## src/rtl/gpmc_sync_master_pkg.sv

```systemverilog
// gpmc_sync_master_pkg: shared state encoding, idle strobe levels and helpers for the GPMC sync master
package gpmc_sync_master_pkg;

    typedef enum logic [2:0] {
        S_IDLE  = 3'd0,
        S_START = 3'd1,
        S_ADDR  = 3'd2,
        S_WDATA = 3'd3,
        S_RDATA = 3'd4,
        S_END   = 3'd5
    } state_t;

    localparam logic CSN_IDLE  = 1'b1;
    localparam logic ADVN_IDLE = 1'b1;
    localparam logic WEIN_IDLE = 1'b1;
    localparam logic OEN_IDLE  = 1'b1;

    function automatic int max2(input int a, input int b);
        return (a > b) ? a : b;
    endfunction

endpackage

```

## src/rtl/gpmc_sync_master_clk_phase.sv

```systemverilog
// gpmc_sync_master_clk_phase: divides clk by two into gpmc_clk and flags the rising (tick) and falling edges
module gpmc_sync_master_clk_phase (
    input  logic i_clk,
    input  logic i_rst,
    output logic o_gpmc_clk,
    output logic o_tick,
    output logic o_fall
);

    logic r_phase;

    // Free-running phase toggle; the register itself is the bus clock
    always_ff @(posedge i_clk or posedge i_rst) begin
        if (i_rst) r_phase <= 1'b0;
        else       r_phase <= ~r_phase;
    end

    assign o_gpmc_clk = r_phase;
    assign o_tick     = ~r_phase;
    assign o_fall     = r_phase;

endmodule

```

## src/rtl/gpmc_sync_master.sv

```systemverilog
// gpmc_sync_master: turns single host read/write requests into multiplexed synchronous GPMC bus cycles
module gpmc_sync_master
    import gpmc_sync_master_pkg::*;
#(
    parameter int ADDR_WIDTH = 4,
    parameter int DATA_WIDTH = 16,
    parameter int WR_HOLD    = 4,
    parameter int RD_WAIT    = 4
) (
    input  logic                  i_clk,
    input  logic                  i_rst,
    input  logic                  i_req_valid,
    output logic                  o_req_ready,
    input  logic                  i_req_write,
    input  logic [ADDR_WIDTH-1:0] i_req_addr,
    input  logic [DATA_WIDTH-1:0] i_req_wdata,
    output logic                  o_rsp_valid,
    output logic [DATA_WIDTH-1:0] o_rsp_rdata,
    output logic                  o_gpmc_clk,
    output logic                  o_gpmc_csn,
    output logic                  o_gpmc_advn,
    output logic                  o_gpmc_wein,
    output logic                  o_gpmc_oen,
    output logic [DATA_WIDTH-1:0] o_gpmc_ad_out,
    output logic                  o_gpmc_ad_oe,
    input  logic [DATA_WIDTH-1:0] i_gpmc_ad_in
);

    localparam int CW = $clog2(max2(WR_HOLD, RD_WAIT) + 1);

    logic                  w_tick;
    logic                  w_fall;
    logic                  w_hs;
    logic                  w_cnt_zero;
    state_t                r_state;
    state_t                w_next;
    logic [CW-1:0]         r_cnt;
    logic                  r_write;
    logic [ADDR_WIDTH-1:0] r_addr;
    logic [DATA_WIDTH-1:0] r_wdata;
    logic                  r_ready;
    logic                  r_rsp_valid;
    logic [DATA_WIDTH-1:0] r_rdata;
    logic                  r_csn;
    logic                  r_advn;
    logic                  r_wein;
    logic                  r_oen;
    logic                  r_ad_oe;
    logic [DATA_WIDTH-1:0] r_ad_out;

    gpmc_sync_master_clk_phase u_phase (
        .i_clk      (i_clk),
        .i_rst      (i_rst),
        .o_gpmc_clk (o_gpmc_clk),
        .o_tick     (w_tick),
        .o_fall     (w_fall)
    );

    assign w_hs       = i_req_valid && r_ready;
    assign w_cnt_zero = (r_cnt == '0);

    // Next-state: every bus-phase transition waits for a tick so pins only move as gpmc_clk rises
    always_comb begin
        w_next = r_state;
        case (r_state)
            S_IDLE:           if (w_hs) w_next = S_START;
            S_START:          if (w_tick) w_next = S_ADDR;
            S_ADDR:           if (w_tick) w_next = r_write ? S_WDATA : S_RDATA;
            S_WDATA, S_RDATA: if (w_tick && w_cnt_zero) w_next = S_END;
            S_END:            if (w_tick) w_next = S_IDLE;
            default:          w_next = S_IDLE;
        endcase
    end

    // State register
    always_ff @(posedge i_clk or posedge i_rst) begin
        if (i_rst) r_state <= S_IDLE;
        else       r_state <= w_next;
    end

    // Request fields are captured only on the handshake, so later changes on req_* are ignored
    always_ff @(posedge i_clk or posedge i_rst) begin
        if (i_rst) begin
            r_write <= 1'b0;
            r_addr  <= '0;
            r_wdata <= '0;
        end else if (w_hs) begin
            r_write <= i_req_write;
            r_addr  <= i_req_addr;
            r_wdata <= i_req_wdata;
        end
    end

    // Hold counter: loaded when ADDR ends, counts data-phase gpmc cycles down to zero
    always_ff @(posedge i_clk or posedge i_rst) begin
        if (i_rst)
            r_cnt <= '0;
        else if (r_state == S_ADDR && w_tick)
            r_cnt <= r_write ? CW'(WR_HOLD - 1) : CW'(RD_WAIT - 1);
        else if ((r_state == S_WDATA || r_state == S_RDATA) && w_tick && !w_cnt_zero)
            r_cnt <= r_cnt - 1'b1;
    end

    // Bus pins registered from the next state; ad_oe drops on the same edge oen falls
    always_ff @(posedge i_clk or posedge i_rst) begin
        if (i_rst) begin
            r_csn    <= CSN_IDLE;
            r_advn   <= ADVN_IDLE;
            r_wein   <= WEIN_IDLE;
            r_oen    <= OEN_IDLE;
            r_ad_oe  <= 1'b0;
            r_ad_out <= '0;
        end else begin
            r_csn    <= (w_next inside {S_ADDR, S_WDATA, S_RDATA}) ? ~CSN_IDLE : CSN_IDLE;
            r_advn   <= (w_next == S_ADDR)  ? ~ADVN_IDLE : ADVN_IDLE;
            r_wein   <= (w_next == S_WDATA) ? ~WEIN_IDLE : WEIN_IDLE;
            r_oen    <= (w_next == S_RDATA) ? ~OEN_IDLE  : OEN_IDLE;
            r_ad_oe  <= (w_next inside {S_ADDR, S_WDATA});
            r_ad_out <= (w_next == S_ADDR)  ? DATA_WIDTH'(r_addr) :
                        (w_next == S_WDATA) ? r_wdata : '0;
        end
    end

    // Host side: ready mirrors an upcoming IDLE, rsp pulses on END entry, read data sampled mid last RDATA cycle
    always_ff @(posedge i_clk or posedge i_rst) begin
        if (i_rst) begin
            r_ready     <= 1'b0;
            r_rsp_valid <= 1'b0;
            r_rdata     <= '0;
        end else begin
            r_ready     <= (w_next == S_IDLE);
            r_rsp_valid <= (w_next == S_END) && (r_state != S_END);
            if (r_state == S_RDATA && w_fall && w_cnt_zero) r_rdata <= i_gpmc_ad_in;
        end
    end

    assign o_req_ready   = r_ready;
    assign o_rsp_valid   = r_rsp_valid;
    assign o_rsp_rdata   = r_rdata;
    assign o_gpmc_csn    = r_csn;
    assign o_gpmc_advn   = r_advn;
    assign o_gpmc_wein   = r_wein;
    assign o_gpmc_oen    = r_oen;
    assign o_gpmc_ad_oe  = r_ad_oe;
    assign o_gpmc_ad_out = r_ad_out;

endmodule

```

## config.mk

```make
export PLATFORM = sky130hd
export DESIGN_NAME = gpmc_sync_master
export DESIGN_NICKNAME = d
export VERILOG_FILES = /design/src/rtl/gpmc_sync_master_pkg.sv /design/src/rtl/gpmc_sync_master_clk_phase.sv /design/src/rtl/gpmc_sync_master.sv
export SDC_FILE = /design/constraint.sdc
export NUM_CORES = 1
export LEC_CHECK = 0
export ABC_AREA = 1
export BUFFER_PORTS_ARGS = -buffer_cell sky130_fd_sc_hd__buf_2
export CAP_MARGIN = 5
export CORE_MARGIN = 2
export CORE_UTILIZATION = 48
export CTS_BUF_LIST = sky130_fd_sc_hd__clkbuf_8
export DETAILED_ROUTE_END_ITERATION = 8
export GPL_TIMING_DRIVEN = 0
export HOLD_SLACK_MARGIN = 0.1
export PLACE_DENSITY = 0.78
export SLEW_MARGIN = 20
export SYNTH_ARGS = -nofsm -noshare
export SYNTH_HDL_FRONTEND = slang
export SYNTH_SLANG_ARGS = --single-unit
```

## constraint.sdc

```tcl
create_clock -name i_clk -period 2.1 [get_ports i_clk]
set_clock_uncertainty 0.05 [all_clocks]
set_input_delay 0.315 -clock i_clk [delete_from_list [all_inputs] [get_ports i_clk]]
set_output_delay 0.315 -clock i_clk [all_outputs]
set_load 0.02 [all_outputs]
```

==> flow_metrics.py <==
metrics = {
    "clock_network": {
        "cts_tree": "done",
        "root_buffer": "clkbuf_8",
        "cts.sinks": 67,
        "cts_buffer_depth": 2,
        "cts_buffers": 9,
        "h-tree-depth": 3,
        "cts_resized": 0,
        "clock_latency_ns": 0.33,
        "cts.clk_slew.worst_paths_ns": 0.07,
    },
    "finish": {
        "area_growth_pct": 28.6,
        "fin_util": 0.632,
        "fin_nets": 396,
        "instances_no_fill": 431,
        "drive_gt1_frac": 0.376,
        "n_antenna_cell": 0,
    },
    "sta": {
        "worst_slack_ns": 0.398,
        "min_period_ns": 1.70,
        "finalSetupViolCount": 0,
        "slew_headroom": 0.700,
        "finalHoldViolCount": 0,
        "worst_pin_slew_ns": 0.450,
        "maxSlewViolCount": 0,
        "rsz0062_at_grt": "no",
        "fin_setup_tns_ns": 0,
        "period_share": 0.811,
        "max_freq_mhz": 587,
    },
    "synthesis": {
        "synth_common_cells": "63 x dfrtp_1, 42 x nand2_1, 41 x inv_1",
        "synth_area_leaders": "dfrtp_1 59%, nand2_1 5.9%, inv_1 5.8%",
        "synthArstFlopShare": 1.00,
        "synth_seq_cells": 67,
        "syn-cell-area_um2": 2670,
        "synth_ff_type": "dfrtp_1",
        "yosys_warnings": 0,
        "syn_nets": 304,
        "syn-instance-count": 262,
        "yosysMostFrequentCell": "dfrtp_1",
        "yosysSeqAreaShare": 0.629,
        "ys_types": 26,
        "synth.top_cell.area_share": 0.590,
        "synth_largest_area_cell": "dfrtp_1",
        "synth_edf_count": 0,
        "syn_avg_cell_area_um2": 10.2,
    },
    "routing": {
        "vias": 2021,
        "drt-total-wl_um": 5230,
        "wl_per_cell_um": 12.1,
        "viasPerCell": 4.69,
        "firstDrtPassIters": 4,
        "drc": 0,
        "drt_iter0_markers": 114,
        "drtAntennaViolNets": 0,
    },
    "placed_design": {
        "dp_hpwl_um": 3730,
        "placed_cells": 414,
        "portBuffers": 79,
        "gp_congestion": 0.792,
        "post-place-ws_ns": 0.393,
    },
    "worst_setup_path": {
        "cp-end-kind": "register",
        "start_kind": "register",
        "crit_type": "register to register",
        "cp_max_fo": 10,
        "arrival_ns": 1.84,
        "crit_required_ns": 2.24,
    },
    "global_routing": {
        "grt_pass1_vias": 1909,
        "antenna_found_initial": 0,
        "grt_pass1_wl_um": 8890,
        "grt_max_degree": 52,
        "overflow": 0,
        "track_usage": 0.186,
    },
    "pwr": {
        "ir_worst_vdd_uv": 1060,
        "p_per_area_nw_per_um2": 1570,
        "power.leakage_nw": 1.92,
        "finalPower_w": 0.00539,
    },
    "floorplan": {
        "die_area_um2": 6180,
        "io_pins": 80,
        "die_x_um": 78.6,
        "core_area_um2": 5440,
        "dieHeight_um": 78.6,
        "initial_utilization": 0.492,
        "fp-row-count": 27,
    },
    "worst_hold_path": {
        "hold_class": "input port to register",
    },
    "run_status": {
        "status": "completed",
    },
    "run": {
        "maxCapViolations": 0,
    },
}
-- kinds of logic (layout without fill, tap and decap cells) --
kind of cell / count (synthesis) / after routing / share of synthesized area
XOR/XNOR: 1 / 1 / 0.00328
AND/OR/NAND/NOR: 100 / 100 / 0.186
multiplexers: 8 / 8 / 0.0337
buffers and inverters: 53 / 150 / 0.0800
AO/OA/AOI/OAI: 31 / 31 / 0.0590
adder cells (fa/ha/maj): 2 / 2 / 0.00936
flip-flops: 67 / 67 / 0.629
-- flip-flops by register name (all words and copies together), names as in the netlist, 3 cells and up --
signal,count
o_gpmc_ad_out,16
o_rsp_rdata,16
r_addr,4
r_cnt,3
r_state,3
r_wdata,16
-- what timing repair did --
| item | 4_1_cts | 5_1_grt |
|---|---|---|
| hold buffers | 1 | 0 |
| setup buffers | 0 | 0 |
| hold endpoints to repair | 16 | 0 |
| setup endpoints to repair | 0 | 0 |
-- metal layers --
metal | vias up | GRT usage | wire length [µm]
met5 | - | 0 | 0
met4 | 0 | 0.0579 | 55
met3 | 6 | 0.0552 | 295
met2 | 64 | 0.285 | 2490
met1 | 948 | 0.257 | 2390
li1 | 1003 | - | -
-- worst max-delay path, cell delays in order, from the launching register on --
cell     delay, ns
dfrtp_1       0.39
inv_1         0.08
ha_1          0.19
inv_1         0.05
nor2_1        0.11
nand4_1       0.22
buf_2         0.27
nand2_1       0.09
o21ai_0       0.10
-- layout by cell type (no fill, tap or decap), types with 3 or more instances in the layout --
cell type	Yosys	routed
nor2_2	10	10
dfrtp_1	63	63
nand3_1	12	12
clkbuf_8	0	9
buf_2	3	82
dfstp_2	4	4
a21oi_1	14	14
inv_1	41	41
o21ai_0	16	16
nand4_1	4	4
inv_2	3	3
nor2_1	20	20
nand3_2	3	3
mux2_2	8	8
bufinv_16	0	3
nand2_1	42	42
nand2_2	3	3
-- through the flow --
stage / hold WS [ns] / instance area [µm²]
after CTS: 0.146 / 3440
after global placement: 0.398 / 3160
after floorplan: 0.386 / 2670
final: 0.162 / 3440
after global routing: 0.145 / 3440
after detailed placement: 0.215 / 3190
-- final cells by class --
class / instances / area, µm²
timing repair buffer: 81 / 433
tap: 72 / 90.1
multi-input combinational: 142 / 778
clock inverter: 7 / 116
buffer: 7 / 41.3
fill: 420 / 2000
inverter: 46 / 175
sequential: 67 / 1680
clock buffer: 9 / 124
-- path summary, 6_finish.rpt --
kind / start / to / slack, ns / depth (start not counted)
max: r_cnt[1] / o_rsp_rdata[13] / 0.40 / 8
min reg2reg: r_addr[3] / o_gpmc_ad_out[3] / 0.42 / 2
min in group asynchronous: i_rst / o_rsp_rdata[6] / 0.42 / 3
max reg2reg: r_cnt[1] / o_rsp_rdata[13] / 0.40 / 8
min: i_req_wdata[3] / r_wdata[3] / 0.16 / 2
max in group asynchronous: i_rst / o_gpmc_advn / 1.02 / 4
-- where the power goes --
| part | total (W) | internal, W | switching [W] |
|---|---|---|---|
| registers | 0.00212 | 0.00188 | 0.000244 |
| logic | 0.00199 | 0.000695 | 0.00130 |
| clock network | 0.00128 | 0.000789 | 0.000487 |
Power figures use the tool's default switching activity.
